**src/rtl/btb_update_ctrl.sv**
```systemverilog
// btb_update_ctrl
// Owns the write side of the 8-set, 2-way branch target buffer. Branch
// resolutions from execute arrive over a valid/ready handshake and are applied
// as a read-modify-write of one set (hit update or allocation, 2-bit counter
// and LRU upkeep). A flush request walks every set and writes it to zero.
//
// Set layout: way1 = [127:64], way0 = [63:0].
// Each way holds: [63] valid, [62:61] counter, [60:34] tag, [33:32] reserved,
// [31:0] target. Way0 bit [32] is the set LRU bit: it names the next victim
// (0 selects way0, 1 selects way1).

module btb_update_ctrl #(
  parameter int         IDX_W    = 3,
  parameter int         TAG_W    = 27,
  parameter logic [1:0] CTR_INIT = 2'b10
) (
  input  logic                 clk,
  input  logic                 rst,
  input  logic                 upd_valid,
  output logic                 upd_ready,
  input  logic [31:0]          upd_pc,
  input  logic [31:0]          upd_target,
  input  logic                 upd_taken,
  input  logic                 flush_req,
  output logic                 flush_done,
  output logic                 busy,
  output logic [IDX_W-1:0]     update_index,
  input  logic [127:0]         update_set,
  output logic [IDX_W-1:0]     write_index,
  output logic [127:0]         write_set,
  output logic                 write_enable
);

  typedef enum logic [1:0] {
    IDLE   = 2'd0,
    LOOKUP = 2'd1,
    WRITE  = 2'd2,
    FLUSH  = 2'd3
  } state_t;

  state_t             r_state;
  state_t             w_nextState;

  logic [IDX_W-1:0]   r_index;
  logic [TAG_W-1:0]   r_tag;
  logic [31:0]        r_target;
  logic               r_taken;

  logic [IDX_W-1:0]   r_flushCnt;
  logic               r_flushPend;
  logic               r_flushDone;

  logic [IDX_W-1:0]   r_writeIndex;
  logic [127:0]       r_writeSet;

  logic               w_accept;
  logic               w_startFlush;
  logic               w_flushLast;

  logic [63:0]        w_way0;
  logic [63:0]        w_way1;
  logic               w_hit0;
  logic               w_hit1;
  logic               w_needWrite;
  logic               w_writeWay;
  logic [63:0]        w_oldEntry;
  logic [1:0]         w_ctr;
  logic [31:0]        w_newTarget;
  logic [63:0]        w_newEntry;
  logic [127:0]       w_newSet;

  // The two low PC bits never select anything in the BTB.
  logic               w_unusedPcLsb;
  assign w_unusedPcLsb = ^upd_pc[1:0];

  assign w_flushLast  = (r_flushCnt == {IDX_W{1'b1}});
  assign busy         = (r_state != IDLE);
  assign flush_done   = r_flushDone;
  assign update_index = r_index;

  // Next-state decode plus the handshake and write-port outputs.
  always_comb begin
    w_nextState  = r_state;
    upd_ready    = 1'b0;
    w_accept     = 1'b0;
    w_startFlush = 1'b0;
    write_enable = 1'b0;
    write_index  = '0;
    write_set    = '0;
    case (r_state)
      IDLE: begin
        if (r_flushPend || flush_req) begin
          w_nextState  = FLUSH;
          w_startFlush = 1'b1;
        end else begin
          upd_ready = 1'b1;
          if (upd_valid) begin
            w_accept    = 1'b1;
            w_nextState = LOOKUP;
          end
        end
      end
      LOOKUP: begin
        w_nextState = w_needWrite ? WRITE : IDLE;
      end
      WRITE: begin
        write_enable = 1'b1;
        write_index  = r_writeIndex;
        write_set    = r_writeSet;
        w_nextState  = IDLE;
      end
      FLUSH: begin
        write_enable = 1'b1;
        write_index  = r_flushCnt;
        if (w_flushLast) begin
          w_nextState = IDLE;
        end
      end
      default: begin
        w_nextState = IDLE;
      end
    endcase
  end

  // Read-modify-write of the looked-up set: hit update or miss allocation.
  always_comb begin
    w_way0      = update_set[63:0];
    w_way1      = update_set[127:64];
    w_hit0      = w_way0[63] && (w_way0[34 +: TAG_W] == r_tag);
    w_hit1      = w_way1[63] && (w_way1[34 +: TAG_W] == r_tag);
    w_needWrite = 1'b0;
    w_writeWay  = 1'b0;
    w_oldEntry  = w_way0;
    w_ctr       = CTR_INIT;
    w_newTarget = r_target;
    w_newEntry  = '0;
    w_newSet    = update_set;
    if (w_hit0 || w_hit1) begin
      w_needWrite = 1'b1;
      w_writeWay  = !w_hit0;
      w_oldEntry  = w_hit0 ? w_way0 : w_way1;
      w_ctr       = w_oldEntry[62:61];
      if (r_taken) begin
        w_ctr = (w_ctr == 2'd3) ? 2'd3 : w_ctr + 2'd1;
      end else begin
        w_ctr = (w_ctr == 2'd0) ? 2'd0 : w_ctr - 2'd1;
      end
      w_newTarget = r_taken ? r_target : w_oldEntry[31:0];
    end else if (r_taken) begin
      w_needWrite = 1'b1;
      if (!w_way0[63]) begin
        w_writeWay = 1'b0;
      end else if (!w_way1[63]) begin
        w_writeWay = 1'b1;
      end else begin
        w_writeWay = w_way0[32];
      end
    end
    w_newEntry = {1'b1, w_ctr, r_tag, 2'b00, w_newTarget};
    if (w_writeWay) begin
      w_newSet[127:64] = w_newEntry;
      w_newSet[32]     = 1'b0;
    end else begin
      w_newSet[63:0]   = w_newEntry;
      w_newSet[32]     = 1'b1;
    end
  end

  // State register.
  always_ff @(posedge clk or posedge rst) begin
    if (rst) begin
      r_state <= IDLE;
    end else begin
      r_state <= w_nextState;
    end
  end

  // Capture the resolved branch when the handshake completes.
  always_ff @(posedge clk or posedge rst) begin
    if (rst) begin
      r_index  <= '0;
      r_tag    <= '0;
      r_target <= '0;
      r_taken  <= 1'b0;
    end else if (w_accept) begin
      r_index  <= upd_pc[2 +: IDX_W];
      r_tag    <= upd_pc[31 -: TAG_W];
      r_target <= upd_target;
      r_taken  <= upd_taken;
    end
  end

  // Hold the merged set for the WRITE cycle.
  always_ff @(posedge clk or posedge rst) begin
    if (rst) begin
      r_writeIndex <= '0;
      r_writeSet   <= '0;
    end else if (r_state == LOOKUP) begin
      r_writeIndex <= r_index;
      r_writeSet   <= w_newSet;
    end
  end

  // Flush walk counter, deferred-flush flag and completion pulse.
  always_ff @(posedge clk or posedge rst) begin
    if (rst) begin
      r_flushCnt  <= '0;
      r_flushPend <= 1'b0;
      r_flushDone <= 1'b0;
    end else begin
      r_flushDone <= (r_state == FLUSH) && w_flushLast;
      if (w_startFlush) begin
        r_flushCnt  <= '0;
        r_flushPend <= 1'b0;
      end else begin
        if (r_state == FLUSH) begin
          r_flushCnt <= r_flushCnt + 1'b1;
        end
        if (flush_req && ((r_state == LOOKUP) || (r_state == WRITE))) begin
          r_flushPend <= 1'b1;
        end
      end
    end
  end

endmodule
```
**config.mk**
```make
export PLATFORM = sky130hd
export DESIGN_NAME = btb_update_ctrl
export DESIGN_NICKNAME = d
export VERILOG_FILES = /design/src/rtl/btb_update_ctrl.sv
export SDC_FILE = /design/constraint.sdc
export NUM_CORES = 1
export LEC_CHECK = 0
export BUFFER_PORTS_ARGS = -buffer_cell sky130_fd_sc_hd__buf_2
export CAP_MARGIN = 20
export CORE_MARGIN = 10
export CORE_UTILIZATION = 46
export CTS_CLUSTER_DIAMETER = 120
export DETAILED_ROUTE_END_ITERATION = 6
export PLACE_DENSITY = 0.84
export REMOVE_ABC_BUFFERS = 1
export SETUP_SLACK_MARGIN = 0.2
export SYNTH_ARGS = -nofsm -noshare
export SYNTH_HDL_FRONTEND = slang
export SYNTH_SLANG_ARGS = --single-unit
```
**constraint.sdc**
```tcl
create_clock -name clk -period 7.95 [get_ports clk]
set_input_delay 1.59 -clock clk [delete_from_list [all_inputs] [get_ports clk]]
set_output_delay 1.59 -clock clk [all_outputs]
set_load 0.05 [all_outputs]
```
==> results.sh, run 1 <==
export IMPL_routed_wl_um=36180
export IMPL_yosys_area_top_type="dfrtp_1"
export IMPL_clock_latency_ns=0.51
export IMPL_overflow=0
export IMPL_yosysWarningCount=0
export IMPL_crit_chain="buf_2 -> xnor2_1 -> nand4_1 -> nor4_1 -> nand2_2 -> o21ai_4 -> buf_4 -> o221ai_1 -> a31oi_1"
export IMPL_root_buffer="clkbuf_16"
export IMPL_holdCritPathClass="reg -> reg"
export IMPL_dp_hpwl_um=24460
export IMPL_r2r_slack_ns=3.83
export IMPL_vias=10120
export IMPL_place_inst=1750
export IMPL_netSwitchingPower_mw=3.078
export IMPL_grt_pass1_wl_um=56760
export IMPL_startpoint_type="input pin"
export IMPL_setup_viol=0
export IMPL_post_route_min_period_ns=4.860
export IMPL_fin_tns_setup_ns=0
export IMPL_combPwrFrac=0.513
export IMPL_layout_drive_gt1_share=0.3091
export IMPL_synth_edf_count=0
export IMPL_clock_fmax_mhz=205.8
export IMPL_initial_core_util=0.4659
export IMPL_synth_main_ff_cell="dfrtp_1"
export IMPL_p_sw_frac=0.4844
export IMPL_cp_arrival_ns=5.27
export IMPL_status="finished, final reports clean"
export IMPL_synthDistinctLibCells=37
export IMPL_postCtsSetupBuffers=0
export IMPL_clockBufferDepth=3
export IMPL_dieArea_um2=30260
export IMPL_portBuffers=332
export IMPL_multiInputGateArea_um2=5320
export IMPL_netlist_area_leader_share=0.4613
export IMPL_post_cts_resized=0
export IMPL_gp_congestion=0.8578
export IMPL_hold_viol=0
export IMPL_grt_use_total=0.2266
export IMPL_ios=335
export IMPL_avgSynthCellArea_um2=9.178
export IMPL_skew_ns=0.009032
export IMPL_regArea_um2=5031
export IMPL_crit_fanout=54
export IMPL_finalCritPeriodShare=0.6113
export IMPL_finalMaxSlewViolations=0
export IMPL_grt_pass1_vias=10410
export IMPL_drt_iter0_markers=901
export IMPL_synth_area_leaders="dfrtp_1, and2_1, a31oi_1, mux2_2, nand2_1"
export IMPL_rsz0062_at_grt="no"
export IMPL_final_cell_area_um2=13480
export IMPL_tightest_slew_ns=1.079
export IMPL_pwr_share_seq=0.305
export IMPL_grt_max_degree=136
export IMPL_layoutNonFillerInstCount=1797
export IMPL_core_um2=23400
export IMPL_holdWs_ns=0.5088
export IMPL_std_cell_rows=56
export IMPL_ir_drop_v=0.0003394
export IMPL_synth_seq_cells=201
export IMPL_synthesis_area_um2=10900
export IMPL_power_total_mw=6.355
export IMPL_pre_cts_slack_ns=2.539
export IMPL_cts_max_level=1
export IMPL_clock_power_share=0.181
export IMPL_ys_seq_area_frac=0.4613
export IMPL_power_internal_mw=3.276
export IMPL_netlist_instances=1188
export IMPL_dpl_cell_area_um2=12660
export IMPL_worst_slack_ns=3.090
export IMPL_viasPerCell=5.631
export IMPL_die_w_um=174.0
export IMPL_synthArstFlopShare=1.000
export IMPL_worstSetupPathType="in -> reg"
export IMPL_ant_nets=0
export IMPL_synth_most_common_cell="dfrtp_1"
export IMPL_n_fill_cell=2065
export IMPL_slew_headroom=0.2808
export IMPL_antenna_found_initial=11
export IMPL_maxCapViolations=0
export IMPL_drc_errors=0
export IMPL_cp_slowest_stage_delay_ns=0.74
export IMPL_firstDrtPassIters=5
export IMPL_cts_clk_slew_worst_paths_ns=0.06
export IMPL_wl_per_cell_um=20.13
export IMPL_power_leakage_nw=6.343
export IMPL_area_growth_pct=23.66
export IMPL_cts_buffers=23
export IMPL_layout_nets=1659
export IMPL_numClockSinks=201
export IMPL_p_per_area_nw_per_um2=471.3
export IMPL_synthTopCellsByCount="dfrtp_1, nand2_1, nor2_1"
export IMPL_tritoncts="yes"
export IMPL_crit_path_end_kind="flip-flop"
export IMPL_required_ns=8.36
export IMPL_cp_slowest_cell="nand2_2"
export IMPL_cts_hold_buf=0
export IMPL_post_route_util=0.5761
export IMPL_die_h_um=174.0
layer usage:
metal,up-vias,global-route usage,part of all wire
li1,4663,-,-
met1,4869,0.2718,0.39
met2,501,0.3715,0.48
met3,80,0.07692,0.10
met4,6,0.08194,0.028
met5,-,0,0.0010
kinds of logic after synthesis:
logic type      after synthesis  synth area share
xor+xnor                     55           0.04418
buf+inv                     144           0.05612
simple gates                467            0.1964
mux                          67           0.06897
flops                       201            0.4613
compound gates              245            0.1634
fa+ha+maj                     9          0.009640
area by class of cell:
class                   instances  share of cell area
clock buffers                  30             0.04612
flip-flops and latches        201              0.3731
diodes                          6            0.001114
multi-input cells             843              0.3946
well taps                     319             0.02960
clock inverters                11             0.01355
repair buffers                342              0.1288
inverters                      45             0.01308
worst paths after layout:
path                                        startpoint                          end  cells after the start
max                                     update_set[49]    r_writeSet[1]$_DFFE_PP0P_                      9
min                        r_writeIndex[2]$_DFFE_PP0P_  r_writeIndex[2]$_DFFE_PP0P_                      1
max reg2reg                      r_tag[15]$_DFFE_PP0P_    r_writeSet[1]$_DFFE_PP0P_                      8
min reg2reg                r_writeIndex[2]$_DFFE_PP0P_  r_writeIndex[2]$_DFFE_PP0P_                      1
max in group asynchronous                          rst          r_taken$_DFFE_PP0P_                      3
min in group asynchronous                          rst   r_writeSet[10]$_DFFE_PP0P_                      2
cells in the final DEF (no fill, tap or decap), types with 3 or more instances in the layout:
| cell | netlist | routed |
|---|---|---|
| inv_1 | 45 | 44 |
| maj3_1 | 3 | 3 |
| xnor2_1 | 43 | 43 |
| dfrtp_1 | 201 | 200 |
| nor4_1 | 4 | 4 |
| buf_2 | 21 | 332 |
| ha_1 | 6 | 4 |
| bufinv_16 | 0 | 5 |
| a22o_1 | 3 | 3 |
| clkbuf_16 | 0 | 23 |
| nand3_1 | 5 | 5 |
| and2_1 | 129 | 129 |
| a21oi_1 | 10 | 10 |
| nor3_1 | 3 | 3 |
| diode_2 | 0 | 6 |
| a31oi_1 | 118 | 118 |
| nand4_1 | 11 | 11 |
| clkbuf_1 | 65 | 5 |
| o21ai_0 | 9 | 9 |
| o221ai_1 | 65 | 65 |
| buf_4 | 0 | 10 |
| clkinv_2 | 0 | 5 |
| mux2_2 | 65 | 65 |
| nand2_1 | 176 | 175 |
| xor2_1 | 12 | 12 |
| a2bb2oi_1 | 32 | 32 |
| nor2_1 | 134 | 134 |
power by group through the flow:
stage,registers [mW],logic [mW],clock network (mW)
finish,1.94,3.26,1.15
global route,2.01,3.51,1.20
floorplan,1.88,2.51,0
CTS,1.93,3.28,1.17
detailed placement,1.94,3.27,0
global placement,1.90,3.20,0
worst max-delay path: cells and delay by family:
family / cells / cell delay [ns]
xor gates and xnor gates: 1 / 0.23
AOI/OAI and AO/OA: 3 / 1.07
and+or+nand+nor: 3 / 1.57
buffers and inverters: 2 / 0.73
flip-flops by register name, indices dropped and copies added, names as in the netlist:
signal,flops
r_tag,27
update_index,3
flush_done,1
r_flushCnt,3
r_flushPend,1
r_state,2
r_writeSet,128
r_target,32
r_writeIndex,3
r_taken,1
Note: power is estimated with default switching activity, not from simulation.
==> run 2, diff against run 1 <==
==> constraint.sdc (replaced) <==
create_clock -name clk -period 4.67 [get_ports clk]
set_input_delay 0.934 -clock clk [delete_from_list [all_inputs] [get_ports clk]]
set_output_delay 0.934 -clock clk [all_outputs]
set_load 0.05 [all_outputs]
==> results.sh, run 2 (same netlist as run 1, synthesis figures left out) <==
export IMPL_ir_drop_v=0.0004424
export IMPL_viasPerCell=5.692
export IMPL_cts_max_level=1
export IMPL_clockBufferDepth=3
export IMPL_finalCritPeriodShare=0.6997
export IMPL_vias=10300
export IMPL_antenna_found_initial=9
export IMPL_routed_wl_um=36200
export IMPL_status="finished, final reports clean"
export IMPL_grt_pass1_vias=10730
export IMPL_core_um2=23400
export IMPL_clock_fmax_mhz=306.0
export IMPL_std_cell_rows=56
export IMPL_dp_hpwl_um=24590
export IMPL_use_met2=0.3815
export IMPL_numClockSinks=201
export IMPL_clock_latency_ns=0.51
export IMPL_cp_arrival_ns=3.70
export IMPL_area_growth_pct=25.44
export IMPL_layout_common_cells="buf_2, dfrtp_1, nand2_1, nor2_1, and2_1"
export IMPL_die_w_um=174.0
export IMPL_largest_reg_flops=128
export IMPL_cts_clk_slew_worst_paths_ns=0.06
export IMPL_gr_max_usage_layer="met2"
export IMPL_grt_pass1_wl_um=57290
export IMPL_crit_path_end_kind="flip-flop"
export IMPL_worstSetupPathType="in -> reg"
export IMPL_dieArea_um2=30260
export IMPL_r2r_slack_ns=1.45
export IMPL_grt_use_total=0.2285
export IMPL_firstDrtPassIters=5
export IMPL_holdCritPathClass="reg -> reg"
export IMPL_met1_usage=0.2713
export IMPL_layout_nets=1672
export IMPL_startpoint_type="input pin"
export IMPL_p_per_area_nw_per_um2=795.9
export IMPL_overflow=0
export IMPL_initial_core_util=0.4659
export IMPL_gp_congestion=0.8771
export IMPL_post_route_min_period_ns=3.267
export IMPL_tritoncts="yes"
export IMPL_grt_max_degree=133
export IMPL_layout_commonest_cell="buf_2"
export IMPL_use_met3=0.06826
export IMPL_drt_iter0_markers=1182
export IMPL_reg_top3="r_writeSet (128), r_target (32), r_tag (27)"
export IMPL_tightest_slew_ns=0.8535
export IMPL_power_leakage_nw=6.444
export IMPL_finalMaxSlewViolations=0
export IMPL_drc_errors=0
export IMPL_worst_slack_ns=1.403
export IMPL_portBuffers=332
export IMPL_post_route_util=0.5844
export IMPL_slew_headroom=0.4310
export IMPL_postCtsSetupBuffers=0
export IMPL_ant_nets=0
export IMPL_fin_tns_setup_ns=0
export IMPL_ios=335
export IMPL_layoutNonFillerInstCount=1809
export IMPL_die_h_um=174.0
export IMPL_required_ns=5.10
export IMPL_wl_per_cell_um=20.01
export IMPL_hold_viol=0
export IMPL_pre_cts_slack_ns=0.9268
export IMPL_place_inst=1762
export IMPL_post_cts_resized=0
export IMPL_cts_hold_buf=0
export IMPL_root_buffer="clkbuf_16"
export IMPL_rsz0062_at_grt="no"
export IMPL_crit_fanout=47
export IMPL_setup_viol=0
export IMPL_maxCapViolations=0
export IMPL_layout_drive_gt1_share=0.3156
export IMPL_cts_buffers=24
export IMPL_skew_ns=0.01381
export IMPL_regMostFlops="r_writeSet"
## run 2: cell types whose count changed in the layout (fill, tap and decap cells not counted), sizes merged
cell | previous run | this run
bufinv | 5 | 3
clkbuf | 30 | 34
buf | 342 | 354
inv | 45 | 46
diode | 6 | 4
clkinv | 5 | 4
## run 2: layout make-up
| type | instances | area, um2 |
|---|---|---|
| Fill cell | 1981 | 9726 |
| Multi-Input combinational cell | 843 | 5320 |
| Sequential cell | 201 | 5031 |
| Timing Repair Buffer | 354 | 1914 |
| Clock buffer | 34 | 699.4 |
| Tap cell | 319 | 399.1 |
| Inverter | 45 | 176.4 |
| Clock inverter | 9 | 126.4 |
| Antenna cell | 4 | 10.01 |
## run 2: path summary, 6_finish.rpt
| check | endpoint | start | cells after the start |
|---|---|---|---|
| max in group asynchronous | r_writeSet[107]$_DFFE_PP0P_ | rst | 3 |
| hold / removal | r_writeIndex[0]$_DFFE_PP0P_ | r_writeIndex[0]$_DFFE_PP0P_ | 1 |
| setup reg to reg | r_writeSet[113]$_DFFE_PP0P_ | r_tag[13]$_DFFE_PP0P_ | 9 |
| hold reg to reg | r_writeIndex[0]$_DFFE_PP0P_ | r_writeIndex[0]$_DFFE_PP0P_ | 1 |
| setup / recovery | r_writeSet[113]$_DFFE_PP0P_ | update_set[111] | 10 |
| min in group asynchronous | r_writeSet[74]$_DFFE_PP0P_ | rst | 2 |
## run 2: stage by stage
stage	hold WS [ns]	power [mW]	instance area, um2
floorplan	0.4822	7.475	10460
global placement	0.4908	8.749	12840
CTS	0.5194	10.92	13670
global route	0.5416	11.51	13670
finish	0.5137	10.89	13680
detailed placement	0.5062	8.923	12840
## run 2: report_power, final
group | total (mW) | switching, mW | internal [mW]
Combinational | 5.62 | 3.84 | 1.78
Clock | 1.96 | 0.752 | 1.21
Sequential | 3.31 | 0.671 | 2.64
## run 2: per-layer routing
metal | routed length [um] | vias to the layer above
met5 | 25 | -
met4 | 1259 | 6
met3 | 3691 | 89
met2 | 17200 | 528
met1 | 14020 | 4987
li1 | - | 4686
## run 2: critical path, cell delays in order
cell and delay [ns]:
buf_2 0.11, xnor2_1 0.23, nand4_1 0.19, or4_4 0.59, nor2_1 0.28, o21a_4 0.55, buf_12 0.31, buf_4 0.20
nand2_1 0.06, a31oi_1 0.18
